<file path="src/rtl/id_ex_stage_reg_pkg.sv">
// Shared encodings and bubble constants for the ID/EX pipeline register.
// The control bundle is packed here so the top and its bench agree on layout.
package id_ex_stage_reg_pkg;

  typedef enum logic [1:0] {
    ALU_SW_LW = 2'b00,
    ALU_BEQ   = 2'b01,
    ALU_RT_IT = 2'b10,
    ALU_IT    = 2'b11
  } alu_opc_t;

  typedef enum logic [1:0] {
    RES_ALU = 2'b00,
    RES_MEM = 2'b01,
    RES_PC4 = 2'b10,
    RES_IMM = 2'b11
  } result_src_t;

  typedef struct packed {
    logic       valid;
    logic [1:0] alu_opc;
    logic [2:0] func3;
    logic [6:0] func7;
    logic       reg_write;
    logic       mem_write;
    logic [1:0] result_src;
    logic       alu_src;
    logic       branch;
    logic       jump;
  } ctrl_t;

  localparam int CTRL_W = $bits(ctrl_t);
  localparam int IDX_W  = 15;

  // A bubble is an invalid ADD (SW_LW class) that writes nothing.
  localparam ctrl_t CTRL_BUBBLE = '{
    valid:      1'b0,
    alu_opc:    ALU_SW_LW,
    func3:      3'd0,
    func7:      7'd0,
    reg_write:  1'b0,
    mem_write:  1'b0,
    result_src: RES_ALU,
    alu_src:    1'b0,
    branch:     1'b0,
    jump:       1'b0
  };

  // An entry that is not valid keeps its fields but may never commit state.
  function automatic ctrl_t gate_ctrl(input ctrl_t c);
    ctrl_t g;
    g = c;
    if (!c.valid) begin
      g.reg_write = 1'b0;
      g.mem_write = 1'b0;
      g.branch    = 1'b0;
      g.jump      = 1'b0;
    end
    return g;
  endfunction

endpackage

</file>
<file path="src/rtl/id_ex_stage_reg_field.sv">
// Generic pipeline field register: async active-low reset, load enable and
// synchronous clear; clear outranks load.
module pipe_field_reg #(
  parameter int           W       = 8,
  parameter logic [W-1:0] CLR_VAL = '0
) (
  input  logic         clk,
  input  logic         rst,
  input  logic         en,
  input  logic         clr,
  input  logic [W-1:0] d,
  output logic [W-1:0] q
);

  always_ff @(posedge clk or negedge rst) begin
    if (!rst) begin
      q <= '0;
    end else if (clr) begin
      q <= CLR_VAL;
    end else if (en) begin
      q <= d;
    end
  end

endmodule

</file>
<file path="src/rtl/id_ex_stage_reg.sv">
// ID/EX pipeline register: captures decode outputs for execute, with stall
// (hold), flush (bubble) and a saturating count of inserted bubbles.
module id_ex_stage_reg
  import id_ex_stage_reg_pkg::*;
#(
  parameter int XLEN  = 32,
  parameter int CNT_W = 16
) (
  input  logic             clk,
  input  logic             rst,
  input  logic             stall,
  input  logic             flush,
  input  logic             valid_d,
  input  logic [1:0]       ALU_opc_d,
  input  logic [2:0]       func3_d,
  input  logic [6:0]       func7_d,
  input  logic             reg_write_d,
  input  logic             mem_write_d,
  input  logic [1:0]       result_src_d,
  input  logic             alu_src_d,
  input  logic             branch_d,
  input  logic             jump_d,
  input  logic [XLEN-1:0]  pc_d,
  input  logic [XLEN-1:0]  pc_plus4_d,
  input  logic [XLEN-1:0]  rd1_d,
  input  logic [XLEN-1:0]  rd2_d,
  input  logic [XLEN-1:0]  imm_d,
  input  logic [4:0]       rs1_d,
  input  logic [4:0]       rs2_d,
  input  logic [4:0]       rd_d,
  output logic             valid_e,
  output logic [1:0]       ALU_opc_e,
  output logic [2:0]       func3_e,
  output logic [6:0]       func7_e,
  output logic             reg_write_e,
  output logic             mem_write_e,
  output logic [1:0]       result_src_e,
  output logic             alu_src_e,
  output logic             branch_e,
  output logic             jump_e,
  output logic [XLEN-1:0]  pc_e,
  output logic [XLEN-1:0]  pc_plus4_e,
  output logic [XLEN-1:0]  rd1_e,
  output logic [XLEN-1:0]  rd2_e,
  output logic [XLEN-1:0]  imm_e,
  output logic [4:0]       rs1_e,
  output logic [4:0]       rs2_e,
  output logic [4:0]       rd_e,
  output logic [CNT_W-1:0] bubble_cnt
);

  localparam int DATA_W = 5 * XLEN;

  // Handshake: there is no backpressure port; valid_e marks a real
  // instruction, stall freezes every field, flush overrides stall and loads
  // an invalid bubble on the same edge.
  logic              load_en;
  ctrl_t             ctrl_d;
  ctrl_t             ctrl_q;
  logic [DATA_W-1:0] data_d;
  logic [DATA_W-1:0] data_q;
  logic [IDX_W-1:0]  idx_d;
  logic [IDX_W-1:0]  idx_q;

  assign load_en = flush | ~stall;

  always_comb begin
    ctrl_d = gate_ctrl('{
      valid:      valid_d,
      alu_opc:    ALU_opc_d,
      func3:      func3_d,
      func7:      func7_d,
      reg_write:  reg_write_d,
      mem_write:  mem_write_d,
      result_src: result_src_d,
      alu_src:    alu_src_d,
      branch:     branch_d,
      jump:       jump_d
    });
  end

  assign data_d = {pc_d, pc_plus4_d, rd1_d, rd2_d, imm_d};
  assign idx_d  = {rs1_d, rs2_d, rd_d};

  pipe_field_reg #(
    .W       (CTRL_W),
    .CLR_VAL (CTRL_BUBBLE)
  ) u_ctrl (
    .clk (clk),
    .rst (rst),
    .en  (load_en),
    .clr (flush),
    .d   (ctrl_d),
    .q   (ctrl_q)
  );

  pipe_field_reg #(
    .W       (DATA_W),
    .CLR_VAL ('0)
  ) u_data (
    .clk (clk),
    .rst (rst),
    .en  (load_en),
    .clr (flush),
    .d   (data_d),
    .q   (data_q)
  );

  pipe_field_reg #(
    .W       (IDX_W),
    .CLR_VAL ('0)
  ) u_idx (
    .clk (clk),
    .rst (rst),
    .en  (load_en),
    .clr (flush),
    .d   (idx_d),
    .q   (idx_q)
  );

  assign valid_e      = ctrl_q.valid;
  assign ALU_opc_e    = ctrl_q.alu_opc;
  assign func3_e      = ctrl_q.func3;
  assign func7_e      = ctrl_q.func7;
  assign reg_write_e  = ctrl_q.reg_write;
  assign mem_write_e  = ctrl_q.mem_write;
  assign result_src_e = ctrl_q.result_src;
  assign alu_src_e    = ctrl_q.alu_src;
  assign branch_e     = ctrl_q.branch;
  assign jump_e       = ctrl_q.jump;

  assign {pc_e, pc_plus4_e, rd1_e, rd2_e, imm_e} = data_q;
  assign {rs1_e, rs2_e, rd_e}                    = idx_q;

  // Saturating so a long-running debug session never sees the count wrap.
  always_ff @(posedge clk or negedge rst) begin
    if (!rst) begin
      bubble_cnt <= '0;
    end else if (flush && (bubble_cnt != {CNT_W{1'b1}})) begin
      bubble_cnt <= bubble_cnt + {{(CNT_W-1){1'b0}}, 1'b1};
    end
  end

endmodule

</file>
<file path="config.mk">
export PLATFORM = sky130hd
export DESIGN_NAME = id_ex_stage_reg
export DESIGN_NICKNAME = d
export VERILOG_FILES = /design/src/rtl/id_ex_stage_reg_pkg.sv /design/src/rtl/id_ex_stage_reg_field.sv /design/src/rtl/id_ex_stage_reg.sv
export SDC_FILE = /design/constraint.sdc
export NUM_CORES = 1
export LEC_CHECK = 0
export ABC_AREA = 1
export BUFFER_PORTS_ARGS = -buffer_cell sky130_fd_sc_hd__buf_2
export CORE_AREA = 4 4 156 158
export DETAILED_ROUTE_END_ITERATION = 8
export DIE_AREA = 0 0 160 162
export HOLD_SLACK_MARGIN = 0.05
export PLACE_DENSITY = 0.68
export SLEW_MARGIN = 10
export SYNTH_ARGS = -nofsm -noshare
export SYNTH_HDL_FRONTEND = slang
export SYNTH_HIERARCHICAL = 1
export SYNTH_SLANG_ARGS = --single-unit
export TNS_END_PERCENT = 30
</file>
<file path="constraint.sdc">
create_clock -name clk -period 1.5 [get_ports clk]
set_input_delay 0.225 -clock clk [delete_from_list [all_inputs] [get_ports clk]]
set_output_delay 0.225 -clock clk [all_outputs]
set_load 0.02 [all_outputs]
</file>
==> qor.csv, run 1 <==
stage,metric,value,unit
yosys,Mapped Nets,1196,
timing,Final Skew,4.78,ps
final_layout,Layout Cells excl Fill,1928,
floorplan,core area,23100,um^2
detailed_routing,WL met1,12400,um
timing,Tmin final,1440,ps
global_routing,largest net degree at the start of global routing,59,
setup_path,worst-path cell chain,buf_4 > buf_2,
hold_path,hold path depth,5,
final_layout,# nets final,1820,
clock_tree,later-pin clock latency in the skew report,510,ps
yosys,YS warnings,6,
setup_path,Reg2Reg Launch Point,bubble_cnt[0],
setup_path,slowest CP cell,dfrtp_1,
final_layout,FF+latch area,5280,um^2
timing,Max Slew Vio Count,0,
clock_tree,TritonCTS buffer count,24,
final_layout,Area Growth Syn to Fin,62.3,%
setup_path,Worst Path Buf+Inv,2,
setup_path,Crit Path Class,reg2out,
hold_path,min-delay worst type,in2reg,
detailed_routing,metal3 WL,2750,um
global_routing,vias in the first global route,10003,
detailed_routing,final WL,32900,um
clock_tree,H-Tree Level Count,1,
yosys,"Seq/Total Area, Yosys",60.1,%
setup_path,worst flop-to-flop path endpoint,bubble_cnt[4],
detailed_routing,First-pass DRT Iterations,5,
placement,DP HPWL,20500,um
yosys,synthesized area,8780,um^2
detailed_routing,routed wl met2,15900,um
setup_path,Required @ worst endpoint,1270,ps
clock_tree,"CTS clk-pin slew, worst paths",60,ps
final_layout,Fillers,1823,
floorplan,Die W,160,um
timing,Final period util,95.7,%
timing,RSZ-0062 raised after global routing,false,
timing,Least-Margin Pin Slew,446,ps
floorplan,Die Area,25900,um^2
hold_path,Hold Path End,u_ctrl/q[6],
clock_tree,CTS tree,yes,
floorplan,Initial Utilization,38.0,%
global_routing,global-route wire length before repair,52300,um
detailed_routing,post-DR wirelength/cell,17.1,um
floorplan,num ports,410,
placement,port bufs,409,
setup_path,"delay-heaviest family, CP",flip-flops,
yosys,"FF+latch count, synth",211,
placement,GPL Wtd Cong,0.917,
setup_path,CP startpoint kind,flip-flop,
run_status,status,"complete, no violations",
detailed_routing,DR vias/cell,4.99,
final_layout,multi-input combinational cell area,3060,um^2
setup_path,crit end category,output pin,
setup_path,R2R setup slack,130,ps
clock_tree,root buf cell,clkbuf_16,
power_and_ir_drop,maximum vdd drop,0.795,mV
detailed_routing,Post-DRT Antenna Nets,0,
floorplan,die extent in y,162,um
yosys,largest area contributor in the netlist,dfrtp_1,
global_routing,GRT overflow,0,
power_and_ir_drop,Lkg Pwr,0.00808,uW
setup_path,delay of the slowest cell on the worst path,380,ps
clock_tree,clock sink count,211,
detailed_routing,drt initial violations,864,
yosys,syn_area_per_cell,8.81,um^2
setup_path,"Arr. time, crit path",1210,ps
timing,setup TNS,0,ps
placement,placed cell count,1688,
detailed_routing,via count,9613,
timing,slew margin rel.,70.3,%
timing,maximum clock frequency,696,MHz
floorplan,row count,56,
timing,Final Hold Fails,0,
global_routing,Total Routing Usage GR,24.6,%
setup_path,Worst Reg-to-Reg Cells,7,
power_and_ir_drop,pwr/cell area,1050,nW/um^2
detailed_routing,DRC,0,
yosys,top post-synthesis cells by area,"dfrtp_1 60%, nand2_1 19%, nand3_1 12%",
final_layout,layout cells sized above 1,32.3,%
yosys,Synth top area share,60.1,%
clock_tree,Longest Clk Path Bufs,3,
detailed_routing,top sig layer,met4,
hold_path,HP Start,reg_write_d,
timing,endpoints failing setup,0,
setup_path,CP max FO,4,
yosys,Cells after Synth,996,
run,Max Cap Viol,0,
yosys,Unique masters post-synth,22,
global_routing,initial antenna violation count,0,
per-stage QoR:
step | hold slack [ps] | total power, uW | instance area (um^2) | util [%] | worst slack [ps]
after detailed placement | 221 | 8720 | 11500 | 49.7 | 129
after CTS | 60.4 | 15000 | 14200 | 61.6 | 35.0
final | 65.1 | 15000 | 14200 | 61.6 | 63.9
after global routing | 76.6 | 15600 | 14200 | 61.6 | 14.4
after floorplan | -70.6 | 7570 | 8780 | - | 70.0
after global placement | 214 | 8690 | 11500 | 49.7 | 161
cells by family (layout without fill, tap and decap cells):
group	after synthesis	in the layout	synth area share (%)
and+or+nand+nor	692	692	33.6
xor gates and xnor gates	6	6	0.599
AOI/OAI and AO/OA	4	4	0.356
buffers and inverters	82	723	5.15
DFF	211	211	60.1
adders and majority gates	1	1	0.143
other	0	1	0
worst register-to-register path, cell delays in order (launching register included):
cell and delay [ps]:
dfrtp_1 450, ha_1 260, nand3_4 120, nor2_1 140, nor2_2 50, buf_4 150
nand2_1 60, nand2_1 40
registers in the layout (all words and copies together) (netlist names):
register / cells
bubble_cnt: 16
u_ctrl/q: 20
u_data/q: 160
u_idx/q: 15
how the worst max path moves through the flow:
stage | endpoint | start | depth (start not counted)
2_1_floorplan | bubble_cnt[0] | bubble_cnt[0] | 6
3_3_place_gp | bubble_cnt[0] | bubble_cnt[0] | 7
3_5_place_dp | bubble_cnt[4] | bubble_cnt[0] | 7
4_1_cts | bubble_cnt[3] | bubble_cnt[3] | 2
5_1_grt | bubble_cnt[13] | bubble_cnt[0] | 7
6_report | bubble_cnt[12] | bubble_cnt[12] | 2
cells in the final DEF (no fill, tap or decap), types with 5 or more instances in the layout:
master         instances
nand2_1              454
nand2_2                6
dlygate4sd3_1        195
buf_12                19
nor2_4                 6
buf_4                 38
clkinv_2              10
xnor2_1                6
nand3_1              203
inv_1                 17
nand4_1                5
nor2_1                11
clkbuf_16             25
dfrtp_1              210
buf_2                408
Yosys cell counts:
| cell | count |
|---|---|
| nand2_1 | 455 |
| dfrtp_1 | 211 |
| nand3_1 | 203 |
| buf_2 | 25 |
| buf_4 | 22 |
| inv_1 | 17 |
| nor2_1 | 13 |
| clkbuf_1 | 12 |
| nand2_2 | 6 |
| nor2_4 | 6 |
| xnor2_1 | 6 |
| nand4_1 | 5 |
| buf_6 | 4 |
| inv_2 | 2 |
| o21ai_1 | 2 |
| ha_1 | 1 |
| nand2_4 | 1 |
| nand3_4 | 1 |
| nand3b_1 | 1 |
| nor3_1 | 1 |
| o21ai_0 | 1 |
| o21ai_4 | 1 |
timing repair:
action / in CTS / in global routing
setup buffers: 1 / 0
hold endpoints to repair: 290 / 0
setup endpoints to repair: 1 / 2
gates resized for setup: 0 / 2
hold buffers: 195 / 0
routing by layer:
layer | up-vias | GRT usage (%)
met4 | 0 | 12.7
met3 | 140 | 5.96
li1 | 4421 | -
met5 | - | 0
met1 | 4518 | 29.3
met2 | 534 | 41.7
power by group:
part | switching (uW) | total (uW) | internal (uW) | leakage [uW]
combinational | 1560 | 2740 | 1180 | 0.00491
sequential | 263 | 6340 | 6080 | 0.00276
clock | 2360 | 5880 | 3520 | 0.000400
total | 4190 | 15000 | 10800 | 0.00808
final cells by class:
class                   count  share of cell area [%]
diodes                      1                  0.0176
clock buffers              30                    4.73
clock inverters            13                   0.826
inverters                  19                   0.518
multi-input cells         703                    21.5
flip-flops and latches    211                    37.1
well taps                 290                    2.55
repair buffers            661                    32.8
Power figures use the tool's default switching activity.
==> run 2: changes to the inputs <==
--- a/config.mk
+++ b/config.mk
@@ -7,11 +7,11 @@
 export LEC_CHECK = 0
 export ABC_AREA = 1
 export BUFFER_PORTS_ARGS = -buffer_cell sky130_fd_sc_hd__buf_2
-export CORE_AREA = 4 4 156 158
+export CORE_AREA = 4 4 159 161
 export DETAILED_ROUTE_END_ITERATION = 8
-export DIE_AREA = 0 0 160 162
+export DIE_AREA = 0 0 163 165
 export HOLD_SLACK_MARGIN = 0.05
-export PLACE_DENSITY = 0.68
+export PLACE_DENSITY = 0.66
 export SLEW_MARGIN = 10
 export SYNTH_ARGS = -nofsm -noshare
 export SYNTH_HDL_FRONTEND = slang
==> constraint.sdc (replaced) <==
create_clock -name clk -period 1.7 [get_ports clk]
set_input_delay 0.255 -clock clk [delete_from_list [all_inputs] [get_ports clk]]
set_output_delay 0.255 -clock clk [all_outputs]
set_load 0.02 [all_outputs]
==> run 2 against run 1 <==
  * Power shrank 14%
  * Sequential share of layout area is 0.78 points higher
  * Flip-flop and latch count is the same
  * Routed wire length is 1.9% lower
  * Non-clock buffer count down 32
  * Sequential power is 12% lower
  * Clock power fell by 16%
  * Clock skew up 1.9 ps
  * Die area increased by 3.8%
  * Global-route usage decreased by 1.4 points
  * Combinational power is 15% lower
  * Largest cell class unchanged
==> qor.csv, run 2 (synthesis gave the netlist of run 1 again) <==
stage,metric,value,unit,change
clock_tree,CTS tree,yes,,
floorplan,Die Area,26900,um^2,+3.8%
timing,Final Skew,6.67,ps,+1.88 ps
final_layout,max FFs per register,160,,unchanged
timing,Max Slew Vio Count,0,,unchanged
clock_tree,"CTS clk-pin slew, worst paths",60,ps,about the same
floorplan,die extent in y,165,um,+1.9%
placement,DP HPWL,20600,um,+0.53%
timing,Tmin final,1550,ps,
final_layout,Fillers,1987,,+9.0%
timing,Final Hold Fails,0,,unchanged
global_routing,Total Routing Usage GR,23.2,%,-1.4 points
floorplan,row count,57,,+1.8%
timing,maximum clock frequency,645,MHz,
timing,Least-Margin Pin Slew,450,ps,+4.69 ps
detailed_routing,final WL,32300,um,-1.9%
global_routing,global-route wire length before repair,50300,um,-3.9%
setup_path,Crit Path Class,reg2reg,,
floorplan,core area,24000,um^2,+3.6%
detailed_routing,metal3 WL,2730,um,-0.87%
detailed_routing,WL met1,12200,um,-1.6%
clock_tree,H-Tree Level Count,1,,unchanged
final_layout,Area Growth Syn to Fin,58.9,%,
detailed_routing,drt initial violations,872,,+0.93%
setup_path,CP max FO,14,,+10
floorplan,num ports,410,,unchanged
timing,worst setup margin,150,ps,+85.9 ps
power_and_ir_drop,maximum vdd drop,0.694,mV,-13%
floorplan,Die W,163,um,+1.9%
detailed_routing,routed wl met2,15900,um,+0.32%
run,Max Cap Viol,0,,unchanged
global_routing,GRT overflow,0,,unchanged
setup_path,CP startpoint kind,flip-flop,,
detailed_routing,post-DR wirelength/cell,16.8,um,-1.9%
final_layout,Largest regs,"u_data/q: 160 flops, u_ctrl/q: 20 flops, bubble_cnt: 16 flops",,
placement,port bufs,409,,unchanged
final_layout,Largest Register,u_data/q,,
setup_path,Required @ worst endpoint,2150,ps,+880 ps
clock_tree,TritonCTS buffer count,24,,unchanged
hold_path,min-delay worst type,in2reg,,
placement,Post-DP Area,11300,um^2,-2.0%
setup_path,crit end category,flip-flop,,
setup_path,"Arr. time, crit path",2000,ps,+790 ps
final_layout,Util after Layout,58.2,%,-3.4 points
detailed_routing,DR vias/cell,4.85,,-2.7%
final_layout,"commonest non-fill, non-tap cell in the layout",nand2_1,,
timing,Final period util,91.2,%,
detailed_routing,First-pass DRT Iterations,5,,unchanged
detailed_routing,DRC,0,,unchanged
timing,endpoints failing setup,0,,unchanged
placement,worst slack at placement,154,ps,+25.8 ps
power_and_ir_drop,Lkg Pwr,0.00787,uW,-2.6%
global_routing,vias in the first global route,9472,,-5.3%
global_routing,largest net degree at the start of global routing,95,,+61%
clock_tree,Longest Clk Path Bufs,3,,unchanged
timing,setup TNS,0,ps,unchanged
final_layout,# nets final,1788,,-1.8%
floorplan,Initial Utilization,36.6,%,-1.3 points
final_layout,most frequent cells in the layout,"454 x nand2_1, 408 x buf_2, 211 x dfrtp_1",,
clock_tree,later-pin clock latency in the skew report,520,ps,about the same
timing,worst hold margin,76.5,ps,+11.4 ps
detailed_routing,top sig layer,met4,,
global_routing,initial antenna violation count,1,,+1
final_layout,Finished Cell Area,13900,um^2,-2.1%
clock_tree,root buf cell,clkbuf_16,,
detailed_routing,Post-DRT Antenna Nets,0,,unchanged
clock_tree,setup bufs post-CTS,0,,-1
timing,RSZ-0062 raised after global routing,false,,
power_and_ir_drop,pwr/cell area,922,nW/um^2,-12%
clock_tree,clock sink count,211,,unchanged
placement,GPL Wtd Cong,0.811,,-12%
detailed_routing,via count,9349,,-2.7%
timing,slew margin rel.,69.9,%,-0.38 points
run_status,status,"complete, no violations",,
final_layout,layout cells sized above 1,30.3,%,-1.9 points
## run 2: changes by cell type in the layout (fill, tap and decap cells not counted), sizes merged
cell         change
inv              +1
buf             -30
clkinv           -9
clkbuf           +8
bufinv           -2
dlygate4sd3      -1
clkinvlp         -1
## run 2: path summary, 6_finish.rpt
kind                       slack [ps]  cells past startpoint        endpoint     startpoint
setup / recovery                  150                      5  bubble_cnt[15]  bubble_cnt[0]
hold / removal                     80                      3    u_data/q[11]      imm_d[11]
setup reg to reg                  150                      5  bubble_cnt[15]  bubble_cnt[0]
hold reg to reg                   460                      2    u_data/q[30]   u_data/q[30]
max in group asynchronous         840                      3   u_data/q[119]            rst
min in group asynchronous         220                      2   bubble_cnt[1]            rst
## run 2: repair_timing
action	in CTS	in global routing
resized for setup	0	0
hold buffers	194	0
hold endpoints to repair	404	0
## run 2: worst max-delay path: stages, from the launching register on
cell	delay, ps
dfrtp_1	470
ha_1	330
nand3_4	140
o21ai_4	360
nand2_1	90
nand2_1	90
## run 2: layout make-up
class / instances / area (um^2) / share of cell area [%]
antenna: 1 / 2.50 / 0.0179
clock buffer: 39 / 727 / 5.21
clock inverter: 2 / 25.0 / 0.179
inverter: 19 / 73.8 / 0.529
multi-input combinational: 703 / 3050 / 21.9
sequential: 211 / 5280 / 37.9
tap: 324 / 405 / 2.91
timing repair buffer: 629 / 4380 / 31.4
## run 2: per-stage QoR
| step | instances | power [uW] |
|---|---|---|
| final | 1928 | 12900 |
| after global routing | 1928 | 13500 |
| after CTS | 1927 | 13000 |
| after detailed placement | 1692 | 7630 |
| after global placement | 1692 | 7600 |
| after floorplan | 996 | 6680 |
## run 2: power breakdown
part           internal, uW  switching, uW
logic                   978           1340
clock network          2910           2030
registers              5360            243
## run 2: routing by layer
| layer | vias to the layer above | global-route usage, % |
|---|---|---|
| met5 | - | 0 |
| met4 | 0 | 10.3 |
| met3 | 100 | 5.96 |
| met2 | 454 | 40.3 |
| met1 | 4433 | 27.2 |
| li1 | 4362 | - |
==> run 3: changes to the inputs <==
==> constraint.sdc (replaced) <==
create_clock -name clk -period 1.9 [get_ports clk]
set_input_delay 0.285 -clock clk [delete_from_list [all_inputs] [get_ports clk]]
set_output_delay 0.285 -clock clk [all_outputs]
set_load 0.02 [all_outputs]
==> run 3 against run 2 <==
  * Final cell count is the same
  * Non-clock buffer count down 3
  * Highest routed layer unchanged
  * Largest cell class unchanged
  * Via count down 0.96%
  * Routed wire length is 0.29% higher
  * Power decreased by 3.3%
==> qor.csv, run 3 (synthesis gave the netlist of run 1 again) <==
stage,metric,value,unit,change
timing,Final Hold Fails,0,,unchanged
global_routing,Total Routing Usage GR,22.9,%,-0.24 points
timing,maximum clock frequency,648,MHz,+0.39%
setup_path,CP startpoint kind,flip-flop,,
setup_path,Reg2Reg Launch Point,bubble_cnt[0],,
floorplan,die extent in y,165,um,unchanged
detailed_routing,drt initial violations,947,,+8.6%
global_routing,global-route wire length before repair,49700,um,-1.2%
setup_path,R2R setup slack,360,ps,+210 ps
setup_path,Required @ worst endpoint,2340,ps,+190 ps
clock_tree,setup bufs post-CTS,0,,unchanged
detailed_routing,DRC,0,,unchanged
clock_tree,"CTS clk-pin slew, worst paths",60,ps,about the same
floorplan,num ports,410,,unchanged
final_layout,Area Growth Syn to Fin,60.2,%,
setup_path,crit path capture,bubble_cnt[2],,
setup_path,Worst Reg-to-Reg Cells,5,,unchanged
setup_path,"Arr. time, crit path",1990,ps,about the same
setup_path,worst-path cell chain,ha_1 > nand3_4 > o21ai_4 > nand2_1 > o21ai_1,,
power_and_ir_drop,maximum vdd drop,0.620,mV,-11%
hold_path,min-delay worst type,in2reg,,
clock_tree,TritonCTS buffer count,24,,unchanged
timing,Final Skew,14.2,ps,+7.49 ps
placement,placed cell count,1693,,+0.059%
floorplan,Die W,163,um,unchanged
setup_path,delay of the slowest cell on the worst path,450,ps,-20 ps
setup_path,slowest CP cell,dfrtp_1,,
timing,Least-Margin Pin Slew,635,ps,+185 ps
placement,DP HPWL,20900,um,+1.4%
floorplan,row count,57,,unchanged
detailed_routing,First-pass DRT Iterations,6,,+1
clock_tree,H-Tree Level Count,1,,unchanged
final_layout,Largest regs,"u_data/q: 160 flops, u_ctrl/q: 20 flops, bubble_cnt: 16 flops",,
detailed_routing,via count,9259,,-0.96%
setup_path,CP startpoint,bubble_cnt[0],,
final_layout,Fillers,1981,,-0.30%
detailed_routing,final WL,32400,um,+0.29%
run,Max Cap Viol,0,,unchanged
global_routing,GRT overflow,0,,unchanged
final_layout,# nets final,1785,,-0.17%
timing,setup TNS,0,ps,unchanged
detailed_routing,DR vias/cell,4.80,,-0.96%
power_and_ir_drop,Lkg Pwr,0.00794,uW,+0.88%
placement,GPL Wtd Cong,0.816,,+0.65%
timing,Max Slew Vio Count,0,,unchanged
timing,Tmin final,1540,ps,-6.06 ps
floorplan,Die Area,26900,um^2,unchanged
global_routing,initial antenna violation count,1,,unchanged
final_layout,Layout Cells excl Fill,1928,,unchanged
global_routing,vias in the first global route,9417,,-0.58%
setup_path,crit end category,flip-flop,,
floorplan,core area,24000,um^2,unchanged
clock_tree,CTS tree,yes,,
placement,port bufs,409,,unchanged
global_routing,largest net degree at the start of global routing,73,,-23%
clock_tree,later-pin clock latency in the skew report,520,ps,about the same
power_and_ir_drop,pwr/cell area,885,nW/um^2,-4.1%
final_layout,Largest Register,u_data/q,,
final_layout,"commonest non-fill, non-tap cell in the layout",nand2_1,,
floorplan,Initial Utilization,36.6,%,unchanged
final_layout,max FFs per register,160,,unchanged
timing,RSZ-0062 raised after global routing,false,,
clock_tree,root buf cell,clkbuf_16,,
clock_tree,clock sink count,211,,unchanged
setup_path,CP max FO,14,,unchanged
timing,slew margin rel.,57.6,%,-12 points
final_layout,most frequent cells in the layout,"454 x nand2_1, 408 x buf_2, 211 x dfrtp_1",,
detailed_routing,Post-DRT Antenna Nets,0,,unchanged
clock_tree,Longest Clk Path Bufs,3,,unchanged
timing,Final period util,81.3,%,-9.9 points
setup_path,worst flop-to-flop path endpoint,bubble_cnt[2],,
setup_path,Crit Path Class,reg2reg,,
detailed_routing,post-DR wirelength/cell,16.8,um,+0.29%
final_layout,layout cells sized above 1,30.8,%,+0.52 points
timing,endpoints failing setup,0,,unchanged
run_status,status,"complete, no violations",,
## run 3: changes by cell type in the layout (fill, tap and decap cells not counted), moves of 3 or more
cell	change
clkbuf_8	-3
clkinv_2	+4
buf_4	+3
dlygate4sd3_1	-4
clkbuf_1	-5
bufinv_16	+7
## run 3: area by class of cell
type                            instances  area (um^2)  share of cell area, %
Antenna cell                            2         5.00                 0.0356
Clock buffer                           32          692                   4.92
Clock inverter                         11          230                   1.64
Inverter                               19         73.8                  0.525
Multi-Input combinational cell        703         3050                   21.7
Sequential cell                       211         5280                   37.5
Tap cell                              324          405                   2.88
Timing Repair Buffer                  626         4320                   30.7
## run 3: worst min-delay path by stage
| stage | slack [ps] | cells past startpoint | start | to |
|---|---|---|---|---|
| after floorplan | -10 | 0 | rst | bubble_cnt[0] |
| after global placement | 240 | 1 | rst | u_idx/q[13] |
| after detailed placement | 240 | 1 | rst | u_idx/q[12] |
| after CTS | 70 | 3 | rd1_d[12] | u_data/q[76] |
| after global routing | 90 | 3 | rd1_d[12] | u_data/q[76] |
| final | 100 | 3 | rd1_d[9] | u_data/q[73] |
## run 3: timing repair
| item | 4_1_cts | 5_1_grt |
|---|---|---|
| hold buffers | 190 | 0 |
| endpoints found under the hold margin | 230 | 0 |
| setup endpoints to repair | 0 | 0 |
| resized for setup | 0 | 0 |
## run 3: power breakdown
part	internal, uW	total (uW)	switching, uW	leakage [uW]
Sequential	4800	5010	218	0.00276
Combinational	867	2070	1200	0.00472
Clock	3490	5360	1870	0.000455
Total	9160	12400	3290	0.00794
## run 3: routing by layer
layer / track usage (%) / vias to the layer above / share of wire (%)
met5: 0 / - / 0
met4: 9.91 / 0 / 4.2
met3: 5.67 / 96 / 8.6
met2: 40.0 / 445 / 49
met1: 27.0 / 4363 / 38
li1: - / 4355 / -
## run 3: critical path: cells and delay by family (launching register included)
kind	cells	cell delay, ps
fa+ha+maj	1	320
simple gates	2	240
flops	1	450
compound gates	2	460
## run 3: per-stage QoR
| step | hold slack [ps] | cell area, um^2 | total power, uW | setup slack, ps | util, % |
|---|---|---|---|---|---|
| final | 101 | 14100 | 12400 | 356 | 58.7 |
| after global routing | 91.0 | 14100 | 13000 | 181 | 58.7 |
| after CTS | 70.8 | 14100 | 12600 | 351 | 58.7 |
| after detailed placement | 239 | 11200 | 6830 | 306 | 46.9 |
| after global placement | 236 | 11200 | 6800 | 334 | 46.9 |
| after floorplan | -10.6 | 8780 | 5980 | 388 | - |
